--- src/rtl/uart_mem_ctrl_if.sv ---
// ---------------------------------------------------------------------------
// uart_mem_ctrl_if
// Groups the UART receive/transmit handshake and the program-memory port of
// uart_mem_ctrl into one bundle.
//   valid_rx_i     : one-cycle pulse, serial_read_i holds a received byte
//   serial_read_i  : received UART byte
//   busy_tx_i      : UART transmitter busy
//   start_tx_o     : one-cycle pulse, transmit serial_write_o
//   serial_write_o : response byte
//   addr_o         : program-memory address (ADDR_W bits)
//   we_o           : program-memory write enable
//   data_o         : program-memory write data
//   q_i            : program-memory read data (one-cycle read latency)
//   busy_o         : controller not idle
//   err_o          : one-cycle pulse on NAK, dropped byte or timeout
// Modports: slave = controller view, master = environment (UART + memory).
// ---------------------------------------------------------------------------
interface uart_mem_ctrl_if #(
  parameter int ADDR_W = 8
);
  logic              valid_rx_i;
  logic [7:0]        serial_read_i;
  logic              busy_tx_i;
  logic              start_tx_o;
  logic [7:0]        serial_write_o;
  logic [ADDR_W-1:0] addr_o;
  logic              we_o;
  logic [7:0]        data_o;
  logic [7:0]        q_i;
  logic              busy_o;
  logic              err_o;

  modport slave (
    input  valid_rx_i, serial_read_i, busy_tx_i, q_i,
    output start_tx_o, serial_write_o, addr_o, we_o, data_o, busy_o, err_o
  );

  modport master (
    output valid_rx_i, serial_read_i, busy_tx_i, q_i,
    input  start_tx_o, serial_write_o, addr_o, we_o, data_o, busy_o, err_o
  );
endinterface

--- src/rtl/uart_mem_ctrl.sv ---
// ---------------------------------------------------------------------------
// uart_mem_ctrl
// Byte-oriented UART command decoder giving read/write access to a program
// memory. Packets: write = 0x57, addr, data (answered with ACK 0x06);
// read = 0x52, addr (answered with the memory byte). Any other command byte
// is answered with NAK 0x15 and an err_o pulse.
// Ports:
//   CLK_UART_i : system clock, all logic on its rising edge
//   RST_N_i    : asynchronous active-low reset
//   bus        : uart_mem_ctrl_if.slave (UART handshake + memory port)
// Parameters:
//   ADDR_W      : memory address width (at most 8, taken from the addr byte)
//   TIMEOUT_CYC : inter-byte timeout in clocks (minimum 2)
// Optional feature macro: UART_MEM_CTRL_TIMEOUT_EN builds an inter-byte
// timeout counter that abandons a half-received packet. Without it the
// controller waits indefinitely for the address/data bytes.
// ---------------------------------------------------------------------------
module uart_mem_ctrl #(
  parameter int ADDR_W      = 8,
  parameter int TIMEOUT_CYC = 5208
) (
  input logic            CLK_UART_i,
  input logic            RST_N_i,
  uart_mem_ctrl_if.slave bus
);

  localparam logic [3:0] ST_IDLE       = 4'd0;
  localparam logic [3:0] ST_GET_ADDR   = 4'd1;
  localparam logic [3:0] ST_GET_DATA   = 4'd2;
  localparam logic [3:0] ST_MEM_WR     = 4'd3;
  localparam logic [3:0] ST_MEM_RD     = 4'd4;
  localparam logic [3:0] ST_RD_WAIT    = 4'd5;
  localparam logic [3:0] ST_TX_REQ     = 4'd6;
  localparam logic [3:0] ST_TX_WAIT_HI = 4'd7;
  localparam logic [3:0] ST_TX_WAIT_LO = 4'd8;

  localparam logic [7:0] CMD_WR = 8'h57;
  localparam logic [7:0] CMD_RD = 8'h52;
  localparam logic [7:0] ACK    = 8'h06;
  localparam logic [7:0] NAK    = 8'h15;

  if (TIMEOUT_CYC < 2) begin : g_bad_timeout
    $error("uart_mem_ctrl: TIMEOUT_CYC must be at least 2");
  end
  if (ADDR_W > 8 || ADDR_W < 1) begin : g_bad_addr_w
    $error("uart_mem_ctrl: ADDR_W must be between 1 and 8");
  end

  logic [3:0]        state_q, state_d;
  logic              is_wr_q, is_wr_d;
  logic [ADDR_W-1:0] addr_q, addr_d;
  logic [7:0]        data_q, data_d;
  logic [7:0]        resp_q, resp_d;   // response waiting to be sent
  logic [7:0]        txd_q, txd_d;     // byte handed to the transmitter
  logic              start_q, start_d;
  logic              err_q, err_d;
  logic              in_rx_state;

`ifdef UART_MEM_CTRL_TIMEOUT_EN
  localparam int              TMO_W   = $clog2(TIMEOUT_CYC);
  localparam logic [TMO_W-1:0] TMO_MAX = TMO_W'(TIMEOUT_CYC - 1);
  logic [TMO_W-1:0] tmo_q, tmo_d;
`endif

  // States that accept a byte; everywhere else an incoming byte is dropped.
  assign in_rx_state = (state_q == ST_IDLE) || (state_q == ST_GET_ADDR) ||
                       (state_q == ST_GET_DATA);

  always_comb begin
    state_d = state_q;
    is_wr_d = is_wr_q;
    addr_d  = addr_q;
    data_d  = data_q;
    resp_d  = resp_q;
    txd_d   = txd_q;
    start_d = 1'b0;
    err_d   = 1'b0;

    case (state_q)
      ST_IDLE: begin
        if (bus.valid_rx_i) begin
          if (bus.serial_read_i == CMD_WR || bus.serial_read_i == CMD_RD) begin
            is_wr_d = (bus.serial_read_i == CMD_WR);
            state_d = ST_GET_ADDR;
          end else begin
            resp_d  = NAK;
            err_d   = 1'b1;
            state_d = ST_TX_REQ;
          end
        end
      end
      ST_GET_ADDR: begin
        if (bus.valid_rx_i) begin
          addr_d  = ADDR_W'(bus.serial_read_i);
          state_d = is_wr_q ? ST_GET_DATA : ST_MEM_RD;
        end
      end
      ST_GET_DATA: begin
        if (bus.valid_rx_i) begin
          data_d  = bus.serial_read_i;
          state_d = ST_MEM_WR;
        end
      end
      ST_MEM_WR: begin
        resp_d  = ACK;
        state_d = ST_TX_REQ;
      end
      // Address is presented during MEM_RD; q_i is valid in RD_WAIT.
      ST_MEM_RD:  state_d = ST_RD_WAIT;
      ST_RD_WAIT: begin
        resp_d  = bus.q_i;
        state_d = ST_TX_REQ;
      end
      ST_TX_REQ: begin
        if (!bus.busy_tx_i) begin
          txd_d   = resp_q;
          start_d = 1'b1;
          state_d = ST_TX_WAIT_HI;
        end
      end
      ST_TX_WAIT_HI: if (bus.busy_tx_i)  state_d = ST_TX_WAIT_LO;
      ST_TX_WAIT_LO: if (!bus.busy_tx_i) state_d = ST_IDLE;
      default:       state_d = ST_IDLE;
    endcase

    // A byte arriving while busy is discarded; the state is unaffected by it.
    if (bus.valid_rx_i && !in_rx_state) err_d = 1'b1;

`ifdef UART_MEM_CTRL_TIMEOUT_EN
    // Counter restarts on every received byte and only runs while waiting
    // for the rest of a packet.
    tmo_d = '0;
    if ((state_q == ST_GET_ADDR || state_q == ST_GET_DATA) && !bus.valid_rx_i) begin
      if (tmo_q == TMO_MAX) begin
        state_d = ST_IDLE;
        err_d   = 1'b1;
      end else begin
        tmo_d = tmo_q + 1'b1;
      end
    end
`endif
  end

  always_ff @(posedge CLK_UART_i or negedge RST_N_i) begin
    if (!RST_N_i) begin
      state_q <= ST_IDLE;
      is_wr_q <= 1'b0;
      addr_q  <= '0;
      data_q  <= '0;
      resp_q  <= '0;
      txd_q   <= '0;
      start_q <= 1'b0;
      err_q   <= 1'b0;
`ifdef UART_MEM_CTRL_TIMEOUT_EN
      tmo_q   <= '0;
`endif
    end else begin
      state_q <= state_d;
      is_wr_q <= is_wr_d;
      addr_q  <= addr_d;
      data_q  <= data_d;
      resp_q  <= resp_d;
      txd_q   <= txd_d;
      start_q <= start_d;
      err_q   <= err_d;
`ifdef UART_MEM_CTRL_TIMEOUT_EN
      tmo_q   <= tmo_d;
`endif
    end
  end

  // we_o and busy_o decode the state register directly so they follow the
  // asynchronous reset without an extra flop.
  assign bus.start_tx_o     = start_q;
  assign bus.serial_write_o = txd_q;
  assign bus.addr_o         = addr_q;
  assign bus.data_o         = data_q;
  assign bus.we_o           = (state_q == ST_MEM_WR);
  assign bus.busy_o         = (state_q != ST_IDLE);
  assign bus.err_o          = err_q;

endmodule

--- src/flat_wrapper.sv ---
// flat-port wrapper written by rule: the top's interface ports become plain ports
module uart_mem_ctrl_flat 
#(
  parameter int ADDR_W      = 8,
  parameter int TIMEOUT_CYC = 5208
)
  (CLK_UART_i, RST_N_i, bus_valid_rx_i, bus_serial_read_i, bus_busy_tx_i, bus_q_i, bus_start_tx_o, bus_serial_write_o, bus_addr_o, bus_we_o, bus_data_o, bus_busy_o, bus_err_o);
  uart_mem_ctrl_if #(.ADDR_W(ADDR_W)) bus_i ();
  input logic CLK_UART_i;
  input logic RST_N_i;
  input wire logic [$bits(bus_i.valid_rx_i)-1:0] bus_valid_rx_i;
  input wire logic [$bits(bus_i.serial_read_i)-1:0] bus_serial_read_i;
  input wire logic [$bits(bus_i.busy_tx_i)-1:0] bus_busy_tx_i;
  input wire logic [$bits(bus_i.q_i)-1:0] bus_q_i;
  output wire logic [$bits(bus_i.start_tx_o)-1:0] bus_start_tx_o;
  output wire logic [$bits(bus_i.serial_write_o)-1:0] bus_serial_write_o;
  output wire logic [$bits(bus_i.addr_o)-1:0] bus_addr_o;
  output wire logic [$bits(bus_i.we_o)-1:0] bus_we_o;
  output wire logic [$bits(bus_i.data_o)-1:0] bus_data_o;
  output wire logic [$bits(bus_i.busy_o)-1:0] bus_busy_o;
  output wire logic [$bits(bus_i.err_o)-1:0] bus_err_o;
  assign bus_i.valid_rx_i = bus_valid_rx_i;
  assign bus_i.serial_read_i = bus_serial_read_i;
  assign bus_i.busy_tx_i = bus_busy_tx_i;
  assign bus_i.q_i = bus_q_i;
  assign bus_start_tx_o = bus_i.start_tx_o;
  assign bus_serial_write_o = bus_i.serial_write_o;
  assign bus_addr_o = bus_i.addr_o;
  assign bus_we_o = bus_i.we_o;
  assign bus_data_o = bus_i.data_o;
  assign bus_busy_o = bus_i.busy_o;
  assign bus_err_o = bus_i.err_o;
  uart_mem_ctrl #(.ADDR_W(ADDR_W), .TIMEOUT_CYC(TIMEOUT_CYC)) u_core (.CLK_UART_i(CLK_UART_i), .RST_N_i(RST_N_i), .bus(bus_i));
endmodule
--- config.mk ---
export PLATFORM = sky130hd
export DESIGN_NAME = uart_mem_ctrl_flat
export DESIGN_NICKNAME = d
export VERILOG_FILES = /design/src/rtl/uart_mem_ctrl_if.sv /design/src/rtl/uart_mem_ctrl.sv /design/src/flat_wrapper.sv
export SDC_FILE = /design/constraint.sdc
export NUM_CORES = 1
export LEC_CHECK = 0
export CORE_MARGIN = 1.5
export CORE_UTILIZATION = 40
export DETAILED_ROUTE_END_ITERATION = 8
export GPL_TIMING_DRIVEN = 0
export PLACE_DENSITY = 0.69
export SETUP_SLACK_MARGIN = 0.4
export SLEW_MARGIN = 20
export SYNTH_ARGS = -nofsm -noshare
export SYNTH_HDL_FRONTEND = slang
export SYNTH_SLANG_ARGS = --single-unit
--- constraint.sdc ---
create_clock -name CLK_UART_i -period 3.7 [get_ports CLK_UART_i]
set_input_delay 0.37 -clock CLK_UART_i [delete_from_list [all_inputs] [get_ports CLK_UART_i]]
set_output_delay 0.37 -clock CLK_UART_i [all_outputs]
set_load 0.01 [all_outputs]
==> impl_metrics.ini <==
[clocking]
clk_latency_ps = 280
ctsRootBufferMaster = clkbuf_8
cts-htree-levels = 2
cts_buffers = 5
cts_buffer_depth = 2
cts_resized = 0
cts_hold_buf = 0
clk_pin_slew_worst_paths_ps = 60
tritoncts = done
clock_sinks = 39
post_cts_buffers = 0

[critical_path]
cp-start-kind = flop
path_max_fanout = 10
cp_num_buf_inv = 3
endpoint_kind = output port
cpPeakStageDelay_ps = 540
worstPathArrival_ps = 1820
cp.required_ps = 3330
criticalPathCategory = flop to output port
path_cells = buf_2, nor2_1, nand3_1, inv_1, clkdlybuf4s50_1
slowest_stage = clkdlybuf4s50_1
crit_family = buffers and inverters

[sta]
tightest_slew_ps = 459
final.setup.tns_ps = 0
period_share = 0.591
hold_viol = 0
relSlewSlack = 0.694
rsz0062_at_grt = no
skew_ps = 2.20
fmax_mhz = 457
drv_slew = 0
setup_viol = 0
min_period_ps = 2190

[floorplan]
start_util = 0.421
die-area_sq_um = 4670
rows = 23
dieHeight_um = 68.3
ios = 48
core_sq_um = 4060
die_w_um = 68.3

[synth]
ys_warn_count = 0
yosys.area.top_type = dfrtp_1
synth_area_leaders = dfrtp_1 (57%), mux2_2 (16%), a21oi_1 (2.3%)
yosysSeqAreaShare = 0.571
syn_inst = 134
ys_types = 33
synth_top_area_share = 0.571
synth_nets = 154
netlist_area_sq_um = 1710
synth.avg_cell_area_sq_um = 12.7
synth-seq-cells = 39

[status]
status = finished clean

[power_and_ir_drop]
clkPwrFrac = 0.129
vdd_ir_drop_max_uv = 344
power.internal_mw = 1.29
switching_share = 0.333
combPwrFrac = 0.503
leakagePower_nw = 0.999
p_per_area_nw_per_um2 = 830
seqPwrFrac = 0.367
p_switching_mw = 0.646
power_mw = 1.94

[global_route]
grt_max_degree = 23
grt.total_usage = 0.171
grt_pass1_wl_mm = 5.70
overflow = 0
grt_pass1_vias = 1273
grt_antenna_before_repair = 0

[final_layout]
area_growth_pct = 36.8
final_net_count = 209
insertedDiodeCount = 0
multi_input_area_sq_um = 677
final_layout_size_suffix_gt1_frac = 0.223
nFillCells = 335
seq_area_sq_um = 976
stdcell_area_sq_um = 2340

[place]
dp.final_hpwl_mm = 2.61
place_area_sq_um = 2260
gp_congestion = 0.887
port_buffers = 47

[detailed_routing]
vias_per_cell = 5.17
num_vias = 1230
drt_pass1_iterations = 4
route.final.wire_length_mm = 3.49
ant_nets = 0
post_drt_wl_per_cell_um = 14.7
dr.max_layer_used = met4
met3WireLength_um = 317
wl_met1_mm = 1.52
met2_length_mm = 1.59
drtIter0Drc = 54
drc = 0

[worst_hold_path]
min-delay-path-class = input port to asynchronous set/reset pin

[job]
max_cap_violations = 0
-- layout by cell type (no fill, tap or decap), types with 3 or more instances in the layout --
cell type and instances:
a21oi_1 8, a22o_1 4, buf_2 3, clkbuf_8 5, clkdlybuf4s50_1 46, dfrtp_1 39
inv_1 5, mux2_2 24, nand2_1 4, nand2b_1 3, nor2_1 9, nor2b_1 5
nor3_1 3
-- per-layer routing --
layer  global-route usage  vias to the layer above
met5                    0                        -
met4               0.0900                        0
met3               0.0592                        7
met2                0.272                       51
met1                0.203                      588
li1                     -                      584
-- area by class of cell --
| class | count | share of cell area |
|---|---|---|
| plain buffers | 5 | 0.0155 |
| flip-flops and latches | 39 | 0.418 |
| multi-input cells | 85 | 0.290 |
| clock buffers | 6 | 0.0311 |
| well taps | 50 | 0.0268 |
| inverters | 5 | 0.00803 |
| repair buffers | 48 | 0.211 |
-- registers in the layout, summed over array words and instances, names as in the netlist --
name                       cells
u_core.bus.addr_o              8
u_core.bus.data_o              8
u_core.bus.err_o               1
u_core.bus.serial_write_o      8
u_core.bus.start_tx_o          1
u_core.is_wr_q                 1
u_core.resp_q                  8
u_core.state_q                 4
-- power groups by stage --
| stage | combinational, mW | sequential (mW) | clock, mW |
|---|---|---|---|
| floorplan | 0.495 | 0.773 | 0 |
| global placement | 0.960 | 0.709 | 0 |
| detailed placement | 0.980 | 0.721 | 0 |
| CTS | 0.986 | 0.715 | 0.261 |
| global route | 1.07 | 0.737 | 0.282 |
| finish | 0.976 | 0.713 | 0.251 |
-- synthesized netlist by cell type --
master and count:
dfrtp_1 39, mux2_2 24, nor2_1 9, a21oi_1 8, inv_1 5, nor2b_1 5
a22o_1 4, nand2_1 4, nand2b_1 3, nor3_1 3, a211o_1 2, buf_2 2
buf_4 2, nand2_2 2, nand3_1 2, o21ai_0 2, xnor2_1 2, a221o_1 1
a311oi_1 1, a31oi_1 1, a31oi_4 1, a32oi_1 1, and4bb_2 1, buf_6 1
mux2i_1 1, nand4_1 1, nor3_2 1, nor3b_1 1, nor3b_4 1, o21a_1 1
o21bai_1 1, or2_1 1, xor2_1 1
-- stage by stage --
step / worst slack (ps) / instances / hold slack [ps] / util
finish: 1510 / 238 / 31.9 / 0.576
global placement: 1410 / 231 / 478 / 0.552
floorplan: 2200 / 134 / 74.4 / -
global route: 1420 / 238 / 42.5 / 0.576
CTS: 1510 / 238 / 35.9 / 0.576
detailed placement: 1710 / 232 / 341 / 0.558
-- worst paths after layout --
check,start,end,slack [ps],cells after the start
max,u_core.state_q[3],bus_we_o,1510,5
min,RST_N_i,u_core.bus.start_tx_o,30,1
max reg2reg,u_core.state_q[3],u_core.bus.serial_write_o[3],2060,5
min reg2reg,u_core.resp_q[3],u_core.resp_q[3],500,1
max in group asynchronous,RST_N_i,u_core.state_q[0],3220,2
min in group CLK_UART_i,u_core.resp_q[3],u_core.resp_q[3],500,1
-- cell families (layout without fill, tap and decap cells) --
kind of cell,after synthesis,count (layout),synth area share
compound gates,23,23,0.101
xor+xnor,3,3,0.0154
buf+inv,10,64,0.0322
flops,39,39,0.571
mux,25,25,0.164
simple gates,34,34,0.116
-- worst reg2reg max path: stages (launching register included) --
cell	delay, ps
dfrtp_1	370
buf_2	180
nand2b_1	210
nor3b_1	210
buf_4	210
mux2_2	350
Power figures use the tool's default switching activity.
